$ cat src/rtl/ppg_search_ctrl.sv
// ppg_search_ctrl
//   Closed-loop front-end controller for the finger-clip PPG channel.
//   Calibrates the RED and then the IR LED, one after the other. For each LED
//   it binary-searches the 7-bit DC compensation code against TARGET, then
//   binary-searches the 4-bit PGA gain. A gain trial is rejected if the
//   measured swing clips or exceeds SWING_MAX. After calibration it runs
//   continuously and emits alternating, LED-tagged samples.
//
// Ports
//   clk, reset       system clock, synchronous active-high reset
//   start            one-cycle pulse that starts or restarts calibration
//                    (ignored while busy)
//   vppg[7:0]        digitised PPG sample (unsigned)
//   led_red, led_ir  LED enables (never both high)
//   dc_comp[6:0]     DC compensation DAC code currently applied
//   pga_gain[3:0]    PGA gain code currently applied
//   busy             high while calibrating
//   cal_done         high from calibration end until next start/reset
//   dc_red, dc_ir    calibrated DC codes
//   gain_red/ir      calibrated gain codes
//   sample_valid     one-cycle strobe in the run loop
//   sample[7:0]      vppg captured with the strobe
//   sample_is_ir     0 = RED sample, 1 = IR sample
module ppg_search_ctrl #(
  parameter int unsigned SETTLE_CYCLES = 8,
  parameter int unsigned MEAS_CYCLES   = 64,
  parameter int unsigned TARGET        = 128,
  parameter int unsigned SWING_MAX     = 192
) (
  input  logic       clk,
  input  logic       reset,
  input  logic       start,
  input  logic [7:0] vppg,
  output logic       led_red,
  output logic       led_ir,
  output logic [6:0] dc_comp,
  output logic [3:0] pga_gain,
  output logic       busy,
  output logic       cal_done,
  output logic [6:0] dc_red,
  output logic [6:0] dc_ir,
  output logic [3:0] gain_red,
  output logic [3:0] gain_ir,
  output logic       sample_valid,
  output logic [7:0] sample,
  output logic       sample_is_ir
);

  localparam int unsigned CNT_W = $clog2(SETTLE_CYCLES + MEAS_CYCLES + 1);
  localparam logic [CNT_W-1:0] SETTLE_LD = CNT_W'(SETTLE_CYCLES);
  localparam logic [CNT_W-1:0] MEAS_LD   = CNT_W'(MEAS_CYCLES);
  localparam logic [CNT_W-1:0] TOTAL_LD  = CNT_W'(SETTLE_CYCLES + MEAS_CYCLES);
  localparam logic [CNT_W-1:0] CNT_ONE   = CNT_W'(1);
  localparam logic [7:0]       TARGET_V  = 8'(TARGET);
  localparam logic [8:0]       SWING_V   = 9'(SWING_MAX);

  typedef enum logic [3:0] {
    S_IDLE,
    S_DC_TRY,
    S_DC_SETTLE,
    S_DC_EVAL,
    S_G_TRY,
    S_G_MEAS,
    S_G_EVAL,
    S_NEXT_LED,
    S_RUN_GAP,
    S_RUN_SETTLE,
    S_RUN_SAMPLE
  } state_e;

  state_e           state_q, state_d;
  logic             led_sel_q, led_sel_d;   // 0 = RED, 1 = IR
  logic             led_red_q, led_red_d;
  logic             led_ir_q, led_ir_d;
  logic [6:0]       dc_q, dc_d;
  logic [3:0]       gain_q, gain_d;
  logic [2:0]       bit_q, bit_d;
  logic [CNT_W-1:0] cnt_q, cnt_d;
  logic [7:0]       vreg_q, vreg_d;
  logic [7:0]       min_q, min_d;
  logic [7:0]       max_q, max_d;
  logic             busy_q, busy_d;
  logic             done_q, done_d;
  logic [6:0]       dc_red_q, dc_red_d;
  logic [6:0]       dc_ir_q, dc_ir_d;
  logic [3:0]       gain_red_q, gain_red_d;
  logic [3:0]       gain_ir_q, gain_ir_d;
  logic             svalid_q, svalid_d;
  logic [7:0]       sample_q, sample_d;
  logic             sis_ir_q, sis_ir_d;

  logic [8:0]       swing;
  logic             clip;

  always_ff @(posedge clk) begin
    if (reset) begin
      state_q    <= S_IDLE;
      led_sel_q  <= 1'b0;
      led_red_q  <= 1'b0;
      led_ir_q   <= 1'b0;
      dc_q       <= '0;
      gain_q     <= '0;
      bit_q      <= '0;
      cnt_q      <= '0;
      vreg_q     <= '0;
      min_q      <= '0;
      max_q      <= '0;
      busy_q     <= 1'b0;
      done_q     <= 1'b0;
      dc_red_q   <= '0;
      dc_ir_q    <= '0;
      gain_red_q <= '0;
      gain_ir_q  <= '0;
      svalid_q   <= 1'b0;
      sample_q   <= '0;
      sis_ir_q   <= 1'b0;
    end else begin
      state_q    <= state_d;
      led_sel_q  <= led_sel_d;
      led_red_q  <= led_red_d;
      led_ir_q   <= led_ir_d;
      dc_q       <= dc_d;
      gain_q     <= gain_d;
      bit_q      <= bit_d;
      cnt_q      <= cnt_d;
      vreg_q     <= vreg_d;
      min_q      <= min_d;
      max_q      <= max_d;
      busy_q     <= busy_d;
      done_q     <= done_d;
      dc_red_q   <= dc_red_d;
      dc_ir_q    <= dc_ir_d;
      gain_red_q <= gain_red_d;
      gain_ir_q  <= gain_ir_d;
      svalid_q   <= svalid_d;
      sample_q   <= sample_d;
      sis_ir_q   <= sis_ir_d;
    end
  end

  always_comb begin
    state_d    = state_q;
    led_sel_d  = led_sel_q;
    led_red_d  = led_red_q;
    led_ir_d   = led_ir_q;
    dc_d       = dc_q;
    gain_d     = gain_q;
    bit_d      = bit_q;
    cnt_d      = cnt_q;
    vreg_d     = vreg_q;
    min_d      = min_q;
    max_d      = max_q;
    busy_d     = busy_q;
    done_d     = done_q;
    dc_red_d   = dc_red_q;
    dc_ir_d    = dc_ir_q;
    gain_red_d = gain_red_q;
    gain_ir_d  = gain_ir_q;
    svalid_d   = 1'b0;
    sample_d   = sample_q;
    sis_ir_d   = sis_ir_q;

    // Swing is evaluated at 9 bits so max < min would wrap large and clip.
    swing = {1'b0, max_q} - {1'b0, min_q};
    clip  = (max_q == 8'hFF) || (min_q == 8'h00) || (swing > SWING_V);

    case (state_q)
      S_IDLE: ;

      S_DC_TRY: begin
        dc_d[bit_q] = 1'b1;
        cnt_d       = SETTLE_LD;
        state_d     = S_DC_SETTLE;
      end

      S_DC_SETTLE: begin
        cnt_d = cnt_q - CNT_ONE;
        if (cnt_q == CNT_ONE) begin
          vreg_d  = vppg;
          state_d = S_DC_EVAL;
        end
      end

      S_DC_EVAL: begin
        if (vreg_q < TARGET_V) begin
          dc_d[bit_q] = 1'b0;
        end
        if (bit_q == 3'd0) begin
          bit_d   = 3'd3;
          state_d = S_G_TRY;
        end else begin
          bit_d   = bit_q - 3'd1;
          state_d = S_DC_TRY;
        end
      end

      S_G_TRY: begin
        gain_d[bit_q[1:0]] = 1'b1;
        min_d   = '1;
        max_d   = '0;
        cnt_d   = TOTAL_LD;
        state_d = S_G_MEAS;
      end

      // Counter runs TOTAL..1; the last MEAS_CYCLES counts are the window.
      S_G_MEAS: begin
        cnt_d = cnt_q - CNT_ONE;
        if (cnt_q <= MEAS_LD) begin
          if (vppg < min_q) min_d = vppg;
          if (vppg > max_q) max_d = vppg;
        end
        if (cnt_q == CNT_ONE) begin
          state_d = S_G_EVAL;
        end
      end

      S_G_EVAL: begin
        if (clip) begin
          gain_d[bit_q[1:0]] = 1'b0;
        end
        if (bit_q == 3'd0) begin
          state_d = S_NEXT_LED;
        end else begin
          bit_d   = bit_q - 3'd1;
          state_d = S_G_TRY;
        end
      end

      S_NEXT_LED: begin
        if (!led_sel_q) begin
          dc_red_d   = dc_q;
          gain_red_d = gain_q;
          led_sel_d  = 1'b1;
          led_red_d  = 1'b0;
          led_ir_d   = 1'b1;
          dc_d       = '0;
          gain_d     = '0;
          bit_d      = 3'd6;
          state_d    = S_DC_TRY;
        end else begin
          dc_ir_d    = dc_q;
          gain_ir_d  = gain_q;
          busy_d     = 1'b0;
          done_d     = 1'b1;
          led_sel_d  = 1'b0;
          led_red_d  = 1'b0;
          led_ir_d   = 1'b0;
          state_d    = S_RUN_GAP;
        end
      end

      S_RUN_GAP: begin
        dc_d      = led_sel_q ? dc_ir_q : dc_red_q;
        gain_d    = led_sel_q ? gain_ir_q : gain_red_q;
        led_red_d = !led_sel_q;
        led_ir_d  = led_sel_q;
        cnt_d     = SETTLE_LD;
        state_d   = S_RUN_SETTLE;
      end

      S_RUN_SETTLE: begin
        cnt_d = cnt_q - CNT_ONE;
        if (cnt_q == CNT_ONE) begin
          state_d = S_RUN_SAMPLE;
        end
      end

      // Strobe, sample and tag are registered together so they appear
      // aligned in the following gap cycle.
      S_RUN_SAMPLE: begin
        svalid_d  = 1'b1;
        sample_d  = vppg;
        sis_ir_d  = led_sel_q;
        led_sel_d = !led_sel_q;
        led_red_d = 1'b0;
        led_ir_d  = 1'b0;
        state_d   = S_RUN_GAP;
      end

      default: state_d = S_IDLE;
    endcase

    // Start is honoured only when not calibrating (IDLE or the run loop).
    if (start && !busy_q) begin
      busy_d    = 1'b1;
      done_d    = 1'b0;
      led_sel_d = 1'b0;
      led_red_d = 1'b1;
      led_ir_d  = 1'b0;
      dc_d      = '0;
      gain_d    = '0;
      bit_d     = 3'd6;
      svalid_d  = 1'b0;
      state_d   = S_DC_TRY;
    end
  end

  assign led_red      = led_red_q;
  assign led_ir       = led_ir_q;
  assign dc_comp      = dc_q;
  assign pga_gain     = gain_q;
  assign busy         = busy_q;
  assign cal_done     = done_q;
  assign dc_red       = dc_red_q;
  assign dc_ir        = dc_ir_q;
  assign gain_red     = gain_red_q;
  assign gain_ir      = gain_ir_q;
  assign sample_valid = svalid_q;
  assign sample       = sample_q;
  assign sample_is_ir = sis_ir_q;

endmodule

$ cat config.mk
export PLATFORM = sky130hd
export DESIGN_NAME = ppg_search_ctrl
export DESIGN_NICKNAME = d
export VERILOG_FILES = /design/src/rtl/ppg_search_ctrl.sv
export SDC_FILE = /design/constraint.sdc
export NUM_CORES = 1
export LEC_CHECK = 0
export CORE_MARGIN = 10
export CORE_UTILIZATION = 45
export CTS_BUF_LIST = sky130_fd_sc_hd__clkbuf_4
export CTS_CLUSTER_DIAMETER = 120
export DETAILED_ROUTE_END_ITERATION = 10
export PLACE_DENSITY = 0.63
export SYNTH_ARGS = -nofsm -noshare
export SYNTH_HDL_FRONTEND = slang
export SYNTH_SLANG_ARGS = --single-unit
$ cat constraint.sdc
create_clock -name clk -period 4.65 [get_ports clk]
set_clock_uncertainty 0.15 [all_clocks]
set_input_delay 1.395 -clock clk [delete_from_list [all_inputs] [get_ports clk]]
set_output_delay 1.395 -clock clk [all_outputs]
set_load 0.05 [all_outputs]
# Word level (Yosys, flattened, before mapping)
# Index checks and enable logic that the tools add are counted.
dict set report word_totals {
  register_bits 86
  input_bits 11
  output_inout_bits 47
  word_cells 148
}
dict set report op_classes {
  addsub 3
  magnitude_cmp 9
  n_eq_ne 28
  mux 41
  n_bitwise 8
  n_reduce_logical 37
}
# cell count
set op_table {}
lappend op_table {{case mux 4 bit (11 select lines)} 1}
lappend op_table {{2-to-1 mux 8 bit} 4}
lappend op_table {{case mux 8 bit (2 select lines)} 2}
lappend op_table {{2-to-1 mux 4 bit} 7}
lappend op_table {{case mux 7 bit (4 select lines)} 1}
lappend op_table {{!= test 2 bit (second input constant)} 11}
lappend op_table {{2-to-1 mux 7 bit} 3}
lappend op_table {{case mux 7 bit (3 select lines)} 1}
lappend op_table {{AND reduction 3 bit} 6}
lappend op_table {{== test 4 x 3 -> 1 bit (second input constant)} 4}
lappend op_table {{case mux 4 bit (4 select lines)} 1}
lappend op_table {{2-to-1 mux 3 bit} 5}
lappend op_table {{!= test 3 bit (second input constant)} 5}
lappend op_table {{== test 4 bit (second input constant)} 3}
lappend op_table {{nonzero test 3 bit} 4}
lappend op_table {{nonzero test 4 bit} 3}
lappend op_table {{greater-than comparator 9 x 8 -> 1 bit (second input constant)} 1}
lappend op_table {{2-to-1 mux 1 bit} 9}
lappend op_table {{case mux 3 bit (3 select lines)} 1}
lappend op_table {{subtractor 8 x 8 -> 9 bit} 1}
lappend op_table {{== test 4 x 2 -> 1 bit (second input constant)} 2}
lappend op_table {{== test 8 bit (second input constant)} 1}
lappend op_table {{greater-than comparator 8 bit} 1}
lappend op_table {{logical NOT 8 bit} 1}
lappend op_table {{other kinds (33)} 48}

# Longest topological paths before layout
# Gate-level depths: netlist of run 1.
dict set report logic_depth {
  ltp_word 8
  ltp_mapped 10
  ltp_nobuf 10
}

# Least setup slack after synthesis of run 1
# Ideal clock, no wire load.
dict set report synth_timing {
  path_type {in2reg}
  startpoint {input vppg[1]}
  endpoint {register max_q[1]}
  setup_time_ns 0.065
  arrival_ns 2.919
  t_required_ns 4.435
  slack_ns 1.516
  cell_stages 8
  path_buffers 0
  cell_sequence {ha_1 > nor2b_1 > o21a_1 > o21ai_0 > a21oi_1 > o21ai_2 > mux2_2 > nor2_1}
}
dict set report synth_between {
  elab_chain_len 3
  word_cells_on_any_way 6
  classes_between {order compare: 1; eq/ne: 1; mux: 3; reduce/logical: 1}
}
# item line_no
set synth_rtl {}
lappend synth_rtl {{start, declared} 33} ;# input logic [7:0] vppg,
lappend synth_rtl {{greater-than comparator 8 bit or 2-to-1 mux 8 bit (tied branches)} 210} ;# if (vppg > max_q) max_d = vppg;
lappend synth_rtl {{!= test 2 bit (no line) or 2-to-1 mux 8 bit (tied branches)} n/a}
lappend synth_rtl {{AND reduction 3 bit (no line) or case mux 8 bit (2 select lines) (tied branches)} n/a}
lappend synth_rtl {{end signal, assigned} 128} ;# max_q <= max_d;
lappend synth_rtl {{end, declared} 81} ;# logic [7:0] max_q, max_d;
# Parallel ways exist; a longest one is shown, timed or not. The select of a mux whose other input is x is not followed.
# A chain may end at the register's enable or synchronous reset.

# Final worst setup path of run 1
dict set report layout_timing {
  startpoint {input vppg[1]}
  endpoint {register max_q[2]}
}
dict set report layout_between {
  elab_chain_len 3
}
# item line_no
set layout_rtl {}
lappend layout_rtl {{greater-than comparator 8 bit} 210}
lappend layout_rtl {{!= test 2 bit (no line)} n/a}
lappend layout_rtl {{AND reduction 3 bit (no line)} n/a}
# No other way between the ends.

==> results by group, run 1 <==
CTS
  – Clock Latency Late Sink: 0.42 ns
  – CTS tree: done
  – Max Root-Sink Buffers: 2
  – CTS Sinks: 79
  – Setup Buffers After CTS: 0
  – TritonCTS Buffers: 9
  – Post-CTS sizing: 0
  – Worst-path clk slew: 0.14 ns
  – H-tree levels: 3
  – CTS hold repair buffers: 0
  – Clock root buffer master: clkbuf_4

Setup path
  – Crit-path cells: clkdlybuf4s50_1 > ha_1 > nor2b_1 > o21a_1 > o21ai_0 > a21oi_1 > o21ai_2 > mux2_2 > nor2_1
  – Crit. End Element: flop
  – CP Launch Type: input pin
  – Slowest Stage Delay on Critical Path: 0.52 ns
  – Slowest CP cell: clkdlybuf4s50_1
  – Worst EP arrival: 3.68 ns
  – Critical Path RT: 4.84 ns
  – Crit Path Max Fanout: 8
  – Crit path kind: in -> reg
  – Crit path max-delay family: compound AO/OA/AOI/OAI gates
  – Critical Path Source: vppg[1]
  – Reg-to-reg critical path startpoint: state_q[3]
  – Worst Path Buf+Inv: 1

Place
  – Placed cells: 739
  – GP Congestion: 0.868
  – Detail Placement HPWL: 9020 µm
  – Port Buffer Count: 57
  – Post-DP Area: 0.00521 mm²

Global route
  – Grt met3 use: 0.0382
  – Met1 usage: 0.209
  – First-pass GRT wire length: 20900 µm
  – Initial antenna violation count: 0
  – GRT busiest layer: met2
  – Total track usage: 0.171
  – Largest net degree at the start of global routing: 61
  – GRT overflow: 0
  – Vias in the first global route: 4180
  – Met2 GRT Util: 0.291

STA
  – Final Max Tran Viols: 0
  – WHS: 0.314 ns
  – RSZ-0062 raised after global routing: false
  – Worst Tran Pin Value: 0.986 ns
  – Max-slew headroom: 0.342
  – Tmin final: 3.48 ns
  – Fin Setup TNS: 0 ns
  – Final setup vio count: 0
  – Final Hold Viols: 0
  – Max Fclk: 287 MHz
  – Period Utilization, post-route: 0.749

Route
  – Wire length per cell: 16.5 µm
  – DRT Pass-1 Iters: 4
  – DRC viols: 0
  – DRT iter0 DRCs: 278
  – Post-route ant nets: 0
  – Routed Wire Length: 12500 µm
  – Via-per-instance ratio: 5.61
  – Via count: 4238

Logic synthesis
  – Cell type with the largest total area after synthesis: dfxtp_1
  – Yosys top cell area share: 0.343
  – Mapped Cells: 573
  – Ys Warns: 0
  – Main synth FF type: dfxtp_1
  – Mapped Avg Cell Area: 8.04 µm²
  – Sequential share of the synthesized area: 0.343
  – Async SR Flop Fraction: 0
  – Syn Nets: 616
  – Number of enable flip-flop cells after synthesis: 0
  – Yosys reg bits: 79
  – Cell area after synthesis: 0.00461 mm²
  – Main area contributors after synthesis: dfxtp_1 34%, ha_1 8.4%, nor2_1 6.4%
  – Yosys cell types: 61

Power and ir drop
  – Comb pwr share: 0.113
  – Lkg Pwr: 1.78 nW
  – Sequential Power Share: 0.554
  – Power Dens Cells: 238 mW/mm²
  – Internal power: 0.915 mW
  – P_sw: 0.361 mW
  – Maximum VDD drop: 0.103 mV
  – Sw frac: 0.283
  – Clock share of power: 0.333

Min path
  – HP Start: sample[0]
  – HP Class: reg -> reg

Die
  – Starting density of the core: 0.467
  – Die X: 121 µm
  – I/O pin count: 58
  – Rows: 36
  – Core Area: 0.00986 mm²
  – Die Area: 0.0147 mm²
  – Die Ht: 121 µm

Cells and area
  – Number of diodes: 0
  – Final instance area: 0.00535 mm²
  – Fin cells: 755
  – Layout cells sized above 1: 0.0788
  – Final nets: 660
  – Area delta synth->final: 16.2%

Job
  – Maximum capacitance violations: 0

Run status
  – Status: complete, no violations
synth_stat cells (all sizes together), types with 5 or more instances:
cell and count:
mux2i 25, a311oi 5, o211ai 8, nand2 71
mux2 7, ha 31, a21o 5, nor2b 9
clkbuf 12, nor3 24, o21ai 25, buf 13
a31oi 6, nand2b 8, inv 27, a211oi 19
xnor2 5, dfxtp 79, nand4 5, nand3 9
nor2 82, a21oi 58, or3 7, o221ai 5
routing by layer:
layer  vias up  wire (µm)  part of all wire
met2        99       5980              0.48
met3        20        623             0.050
met4         0        232             0.019
met1      2001       5660              0.45
met5         -          0                 0
li1       2118          -                 -
worst register-to-register path, delay by kind of cell (launching register included):
kind,cells,cell delay [ns]
flops,1,0.80
simple gates,5,1.28
compound gates,2,0.71
worst paths after layout:
path | endpoint | slack (ns) | depth (start not counted)
hold reg to reg | sample[0] | 0.31 | 2
setup reg to reg | pga_gain[2] | 1.65 | 7
setup / recovery | max_q[2] | 1.17 | 9
hold / removal | sample[0] | 0.31 | 2
flip-flops by register name, summed over array words and instances, names as in the netlist, 3 cells and up:
signal    cells
gain_red      4
state_q       4
min_q         8
gain_ir       4
dc_ir         7
cnt_q         7
dc_comp       7
pga_gain      4
bit_q         3
sample        8
max_q         8
dc_red        7
cell usage in the layout (no fill, tap or decap), drive strengths merged, types with 2 or more instances in the layout:
cell / instances
nor2: 82
dfxtp: 79
nand2: 71
a21oi: 58
clkdlybuf4s50: 56
ha: 31
inv: 28
mux2i: 25
o21ai: 25
nor3: 24
a211oi: 19
clkbuf: 10
nor2b: 9
nand3: 9
nand2b: 8
o211ai: 8
mux2: 7
or3: 7
a31oi: 6
xnor2: 5
nand4: 5
o221ai: 5
a21o: 5
a311oi: 5
o22ai: 4
nor4: 3
clkinv: 3
buf: 3
or2: 2
o2111ai: 2
power by group through the flow:
| stage | registers, mW | clock network [mW] | logic [mW] |
|---|---|---|---|
| finish | 0.706 | 0.425 | 0.145 |
| global route | 0.709 | 0.465 | 0.162 |
| CTS | 0.706 | 0.436 | 0.145 |
| detailed placement | 0.721 | 0 | 0.144 |
| global placement | 0.721 | 0 | 0.141 |
| floorplan | 0.721 | 0 | 0.101 |
layout make-up:
class / instances / area, µm²
inverters: 27 / 101
flip-flops and latches: 79 / 1580
clock buffers: 10 / 75.1
well taps: 133 / 166
repair buffers: 59 / 581
fillers: 964 / 4510
multi-input cells: 441 / 2780
clock inverters: 6 / 68.8
kinds of logic (layout without fill, tap and decap cells):
family / count (synthesis) / count (layout) / share of synthesized area
and+or+nand+nor: 226 / 226 / 0.224
AOI/OAI and AO/OA: 145 / 145 / 0.208
DFF: 79 / 79 / 0.343
buffers and inverters: 53 / 102 / 0.0535
adders and majority gates: 32 / 32 / 0.0886
muxes: 32 / 32 / 0.0714
xor gates and xnor gates: 6 / 6 / 0.0114
stage by stage:
step                 util  setup WS (ns)  power [mW]
floorplan               -           1.52       0.823
global placement    0.528          0.864       0.861
detailed placement  0.528          0.769       0.865
CTS                 0.542           1.19        1.29
global route        0.542           1.00        1.34
finish              0.542           1.17        1.28
Note: power is estimated with default switching activity, not from simulation.
==> inputs of run 2 (changes only) <==
PLACE_DENSITY = 0.66   (was 0.63)
clock period = 2.85 ns   (was 4.65 ns; I/O delays follow)
==> run 2 against run 1 <==
Global-route usage grew 0.80 points. Utilization grew 2.1 points. Critical path depth shrank 8. Largest cell class unchanged. Largest power group unchanged. Highest routed layer unchanged.
==> results by group, run 2 (synthesis gave the netlist of run 1 again) <==
Route
  – DRT iter0 DRCs: 243
  – DRT Pass-1 Iters: 5
  – Routed Wire Length: 12900 µm
  – DRC viols: 0
  – Post-route ant nets: 0
  – Via-per-instance ratio: 5.58
  – Via count: 4369
  – Wire length per cell: 16.5 µm

CTS
  – Worst-path clk slew: 0.14 ns
  – CTS Sinks: 79
  – Setup Buffers After CTS: 0
  – Max Root-Sink Buffers: 2
  – Clock root buffer master: clkbuf_4
  – CTS hold repair buffers: 0
  – TritonCTS Buffers: 9
  – Clock Latency Late Sink: 0.44 ns
  – Post-CTS sizing: 0
  – H-tree levels: 3
  – CTS tree: done

Power and ir drop
  – Lkg Pwr: 1.93 nW
  – Maximum VDD drop: 0.225 mV
  – Power Dens Cells: 368 mW/mm²

Die
  – Starting density of the core: 0.467
  – Die Ht: 121 µm
  – Die X: 121 µm
  – I/O pin count: 58
  – Die Area: 0.0147 mm²
  – Core Area: 0.00986 mm²
  – Rows: 36

Place
  – Port Buffer Count: 57
  – GP Congestion: 0.857
  – DP Worst Slack: -0.295 ns
  – Placed cells: 767
  – Detail Placement HPWL: 9540 µm

STA
  – Fin Setup TNS: 0 ns
  – Period Utilization, post-route: 0.979
  – Final Max Tran Viols: 0
  – Final Hold Viols: 0
  – Worst Tran Pin Value: 0.681 ns
  – Max Fclk: 358 MHz
  – Max-slew headroom: 0.543
  – RSZ-0062 raised after global routing: false
  – Final setup vio count: 0
  – Setup ws final: 0.0598 ns
  – Tmin final: 2.79 ns

Setup path
  – Crit Path Max Fanout: 5
  – Worst Path Buf+Inv: 1
  – Crit path kind: reg -> out
  – Critical Path RT: 1.85 ns
  – Crit-path cells: clkdlybuf4s50_1
  – CP Launch Type: flop
  – Crit. End Element: primary output
  – Crit path max-delay family: buffers and inverters
  – Slowest Stage Delay on Critical Path: 0.86 ns
  – Slowest CP cell: clkdlybuf4s50_1
  – Worst EP arrival: 1.79 ns

Cells and area
  – Fillcell total: 941
  – Area delta synth->final: 20.8%
  – Layout cells sized above 1: 0.118
  – Number of diodes: 0
  – Commonest cells after routing, fill and taps aside: 79 x nor2_1, 79 x dfxtp_1, 70 x nand2_1, 58 x a21oi_1, 55 x clkdlybuf4s50_1
  – Final nets: 688
  – Fin cells: 783

Global route
  – GRT overflow: 0
  – Largest net degree at the start of global routing: 61
  – Vias in the first global route: 4381
  – Initial antenna violation count: 0
  – First-pass GRT wire length: 21800 µm
  – Total track usage: 0.179

Job
  – Maximum capacitance violations: 0

Min path
  – HP Class: reg -> reg

Run status
  – Status: complete, no violations
## run 2: changes by cell type in the layout (fill, tap and decap cells not counted), sizes merged
cell,delta
buf,+28
inv,+3
bufinv,-1
clkbuf,-1
clkdlybuf4s50,-1
clkinv,-1
dlymetal6s2s,+1
## run 2: path summary, 6_finish.rpt
check	end	from	slack, ns	cells past startpoint
setup reg to reg	pga_gain[1]	max_q[0]	0.22	10
hold / removal	sample[3]	sample[3]	0.31	2
hold reg to reg	sample[3]	sample[3]	0.31	2
setup / recovery	pga_gain[3]	pga_gain[3]	0.06	1
## run 2: report_power, final
group / switching, mW / internal, mW / leakage, nW
logic: 0.159 / 0.105 / 1.22
clock network: 0.447 / 0.191 / 0.0690
registers: 0.0247 / 1.12 / 0.638
## run 2: layout make-up
| type | instances | area [µm²] | area share |
|---|---|---|---|
| clock buffer | 9 | 67.6 | 0.0121 |
| clock inverter | 7 | 55.1 | 0.00990 |
| inverter | 27 | 101 | 0.0182 |
| multi-input combinational | 441 | 2790 | 0.501 |
| tap | 133 | 166 | 0.0299 |
| timing repair buffer | 87 | 806 | 0.145 |
| sequential | 79 | 1580 | 0.284 |
## run 2: through the flow
step | hold slack, ns | total power [mW] | utilization | instance area (µm²)
2_1_floorplan | 0.314 | 1.34 | - | 4610
3_3_place_gp | 0.293 | 1.43 | 0.550 | 5430
3_5_place_dp | 0.297 | 1.43 | 0.550 | 5430
4_1_cts | 0.316 | 2.06 | 0.563 | 5550
5_1_grt | 0.331 | 2.15 | 0.564 | 5560
6_report | 0.314 | 2.05 | 0.564 | 5560
## run 2: layer usage
metal  share of wire  global-route usage  routed length, µm  vias to the layer above
met5               0                   0                  0                        -
met1            0.44               0.215               5680                     2063
met4           0.017              0.0499                216                        0
met3           0.055              0.0428                716                       19
li1                -                   -                  -                     2179
met2            0.49               0.310               6330                      108
## run 2: tightest hold or removal path, delay by kind of cell (launching register included)
kind	cells	cell delay [ns]
flip-flops	1	0.34
AND/OR/NAND/NOR	1	0.05
AO/OA/AOI/OAI	1	0.05
==> inputs of run 3 (changes only) <==
ABC_AREA = 1   (was default)
CORE_UTILIZATION = 52   (was 45)
GPL_TIMING_DRIVEN = 0   (was default)
PLACE_DENSITY = 0.74   (was 0.66)
==> run 3 against run 2 <==
Final cell count rose by 10%. Global-route usage grew 2.3 points. Synthesized area rose by 1.1%. Clock power grew 41%. Sequential power about the same.
==> results by group, run 3 <==
Cells and area
  – Layout cells sized above 1: 0.0702
  – Commonest non-fill, non-tap cell in the layout: nand2_1
  – Fin cells: 863
  – Final nets: 793
  – Commonest cells after routing, fill and taps aside: 126 x nand2_1, 102 x nor2_1, 79 x dfxtp_1, 74 x inv_1, 67 x o21ai_0
  – Number of diodes: 0
  – Util after Layout: 0.636
  – Area delta synth->final: 19.1%

Route
  – DRT Pass-1 Iters: 5
  – DRC viols: 0
  – Wire length per cell: 15.4 µm
  – Via count: 4774
  – Via-per-instance ratio: 5.53
  – Routed Wire Length: 13300 µm
  – Post-route ant nets: 0
  – DRT iter0 DRCs: 315

Global route
  – GRT overflow: 0
  – First-pass GRT wire length: 22000 µm
  – Initial antenna violation count: 0
  – Largest net degree at the start of global routing: 15
  – Total track usage: 0.202
  – Vias in the first global route: 4643

Setup path
  – Critical Path RT: 1.85 ns
  – Worst EP arrival: 1.76 ns
  – Slowest CP cell: clkdlybuf4s50_1
  – Crit path max-delay family: buffers and inverters
  – Worst Path Buf+Inv: 1
  – Slowest Stage Delay on Critical Path: 0.85 ns
  – Crit path kind: reg -> out
  – Crit Path Max Fanout: 6
  – CP Launch Type: flop
  – Crit. End Element: primary output
  – Crit-path cells: clkdlybuf4s50_1

CTS
  – Clock root buffer master: clkbuf_4
  – TritonCTS Buffers: 9
  – H-tree levels: 3
  – CTS Sinks: 79
  – Post-CTS sizing: 0
  – Max Root-Sink Buffers: 2
  – CTS tree: done
  – Worst-path clk slew: 0.15 ns
  – CTS hold repair buffers: 0
  – Clock Latency Late Sink: 0.46 ns
  – Setup Buffers After CTS: 0

Die
  – I/O pin count: 58
  – Die X: 115 µm
  – Rows: 34
  – Die Area: 0.0131 mm²
  – Core Area: 0.00872 mm²
  – Starting density of the core: 0.534
  – Die Ht: 115 µm

Logic synthesis
  – Sequential share of the synthesized area: 0.340
  – Async SR Flop Fraction: 0
  – Mapped Avg Cell Area: 6.81 µm²
  – Cell area after synthesis: 0.00465 mm²
  – Main area contributors after synthesis: dfxtp_1 34%, nand2_1 10%, ha_1 8.3%
  – Yosys reg bits: 79
  – Yosys top cell area share: 0.340
  – Main synth FF type: dfxtp_1
  – Cell type with the largest total area after synthesis: dfxtp_1
  – Number of enable flip-flop cells after synthesis: 0
  – Most common cell in the netlist: nand2_1
  – Ys Warns: 0
  – Yosys cell types: 42
  – Synth top cells by count: 126 x nand2_1, 102 x nor2_1, 79 x dfxtp_1
  – Mapped Cells: 683
  – Syn Nets: 726

Place
  – DP Worst Slack: -0.329 ns
  – Detail Placement HPWL: 9880 µm
  – Placed cells: 847
  – Port Buffer Count: 56
  – GP Congestion: 0.841

STA
  – Final Max Tran Viols: 0
  – Setup ws final: 0.0800 ns
  – Period Utilization, post-route: 0.972
  – Max Fclk: 361 MHz
  – WHS: 0.330 ns
  – Final setup vio count: 0
  – Max-slew headroom: 0.583
  – Fin Setup TNS: 0 ns
  – Worst Tran Pin Value: 0.626 ns
  – Final Hold Viols: 0
  – RSZ-0062 raised after global routing: false
  – Tmin final: 2.77 ns

Power and ir drop
  – Power Dens Cells: 412 mW/mm²
  – Lkg Pwr: 2.33 nW
  – Maximum VDD drop: 0.244 mV

Run status
  – Status: complete, no violations

Min path
  – HP Class: reg -> reg

Job
  – Maximum capacitance violations: 0
==> run 3: final cells by class <==
| class | instances | area, µm² |
|---|---|---|
| clock buffer | 10 | 75.1 |
| tap | 108 | 135 |
| timing repair buffer | 56 | 563 |
| sequential | 79 | 1580 |
| inverter | 88 | 333 |
| buffer | 19 | 91.3 |
| multi-input combinational | 497 | 2650 |
| clock inverter | 6 | 116 |
| fill | 809 | 3180 |
==> run 3: cell families (layout without fill, tap and decap cells) <==
family / Yosys count / after routing / share of synthesized area
xor gates and xnor gates: 3 / 3 / 0.00565
DFF: 79 / 79 / 0.340
and+or+nand+nor: 300 / 300 / 0.277
AOI/OAI and AO/OA: 162 / 162 / 0.199
adders and majority gates: 32 / 32 / 0.0876
buffers and inverters: 107 / 179 / 0.0911
==> run 3: power breakdown <==
group / total, mW / switching (mW) / internal [mW] / leakage (nW)
sequential: 1.14 / 0.0173 / 1.12 / 0.639
clock: 0.900 / 0.440 / 0.460 / 0.101
combinational: 0.247 / 0.159 / 0.0878 / 1.59
==> run 3: metrics by stage <==
stage	instance area, µm²	power [mW]
2_1_floorplan	4650	1.32
3_3_place_gp	5350	1.40
3_5_place_dp	5350	1.40
4_1_cts	5540	2.28
5_1_grt	5540	2.35
6_report	5540	2.29
==> run 3: path summary, 6_finish.rpt <==
| path | from | endpoint | slack, ns | cells after the start |
|---|---|---|---|---|
| setup / recovery | dc_comp[1] | dc_comp[1] | 0.08 | 1 |
| hold reg to reg | sample_is_ir | sample_is_ir | 0.33 | 2 |
| hold / removal | sample_is_ir | sample_is_ir | 0.33 | 2 |
| setup reg to reg | max_q[0] | pga_gain[2] | 0.42 | 13 |
==> run 3: per-layer routing <==
layer,up-vias,GRT usage,part of all wire
met3,32,0.0419,0.071
met4,0,0.0877,0.028
met5,-,0,0
met2,175,0.338,0.47
met1,2188,0.244,0.43
li1,2379,-,-
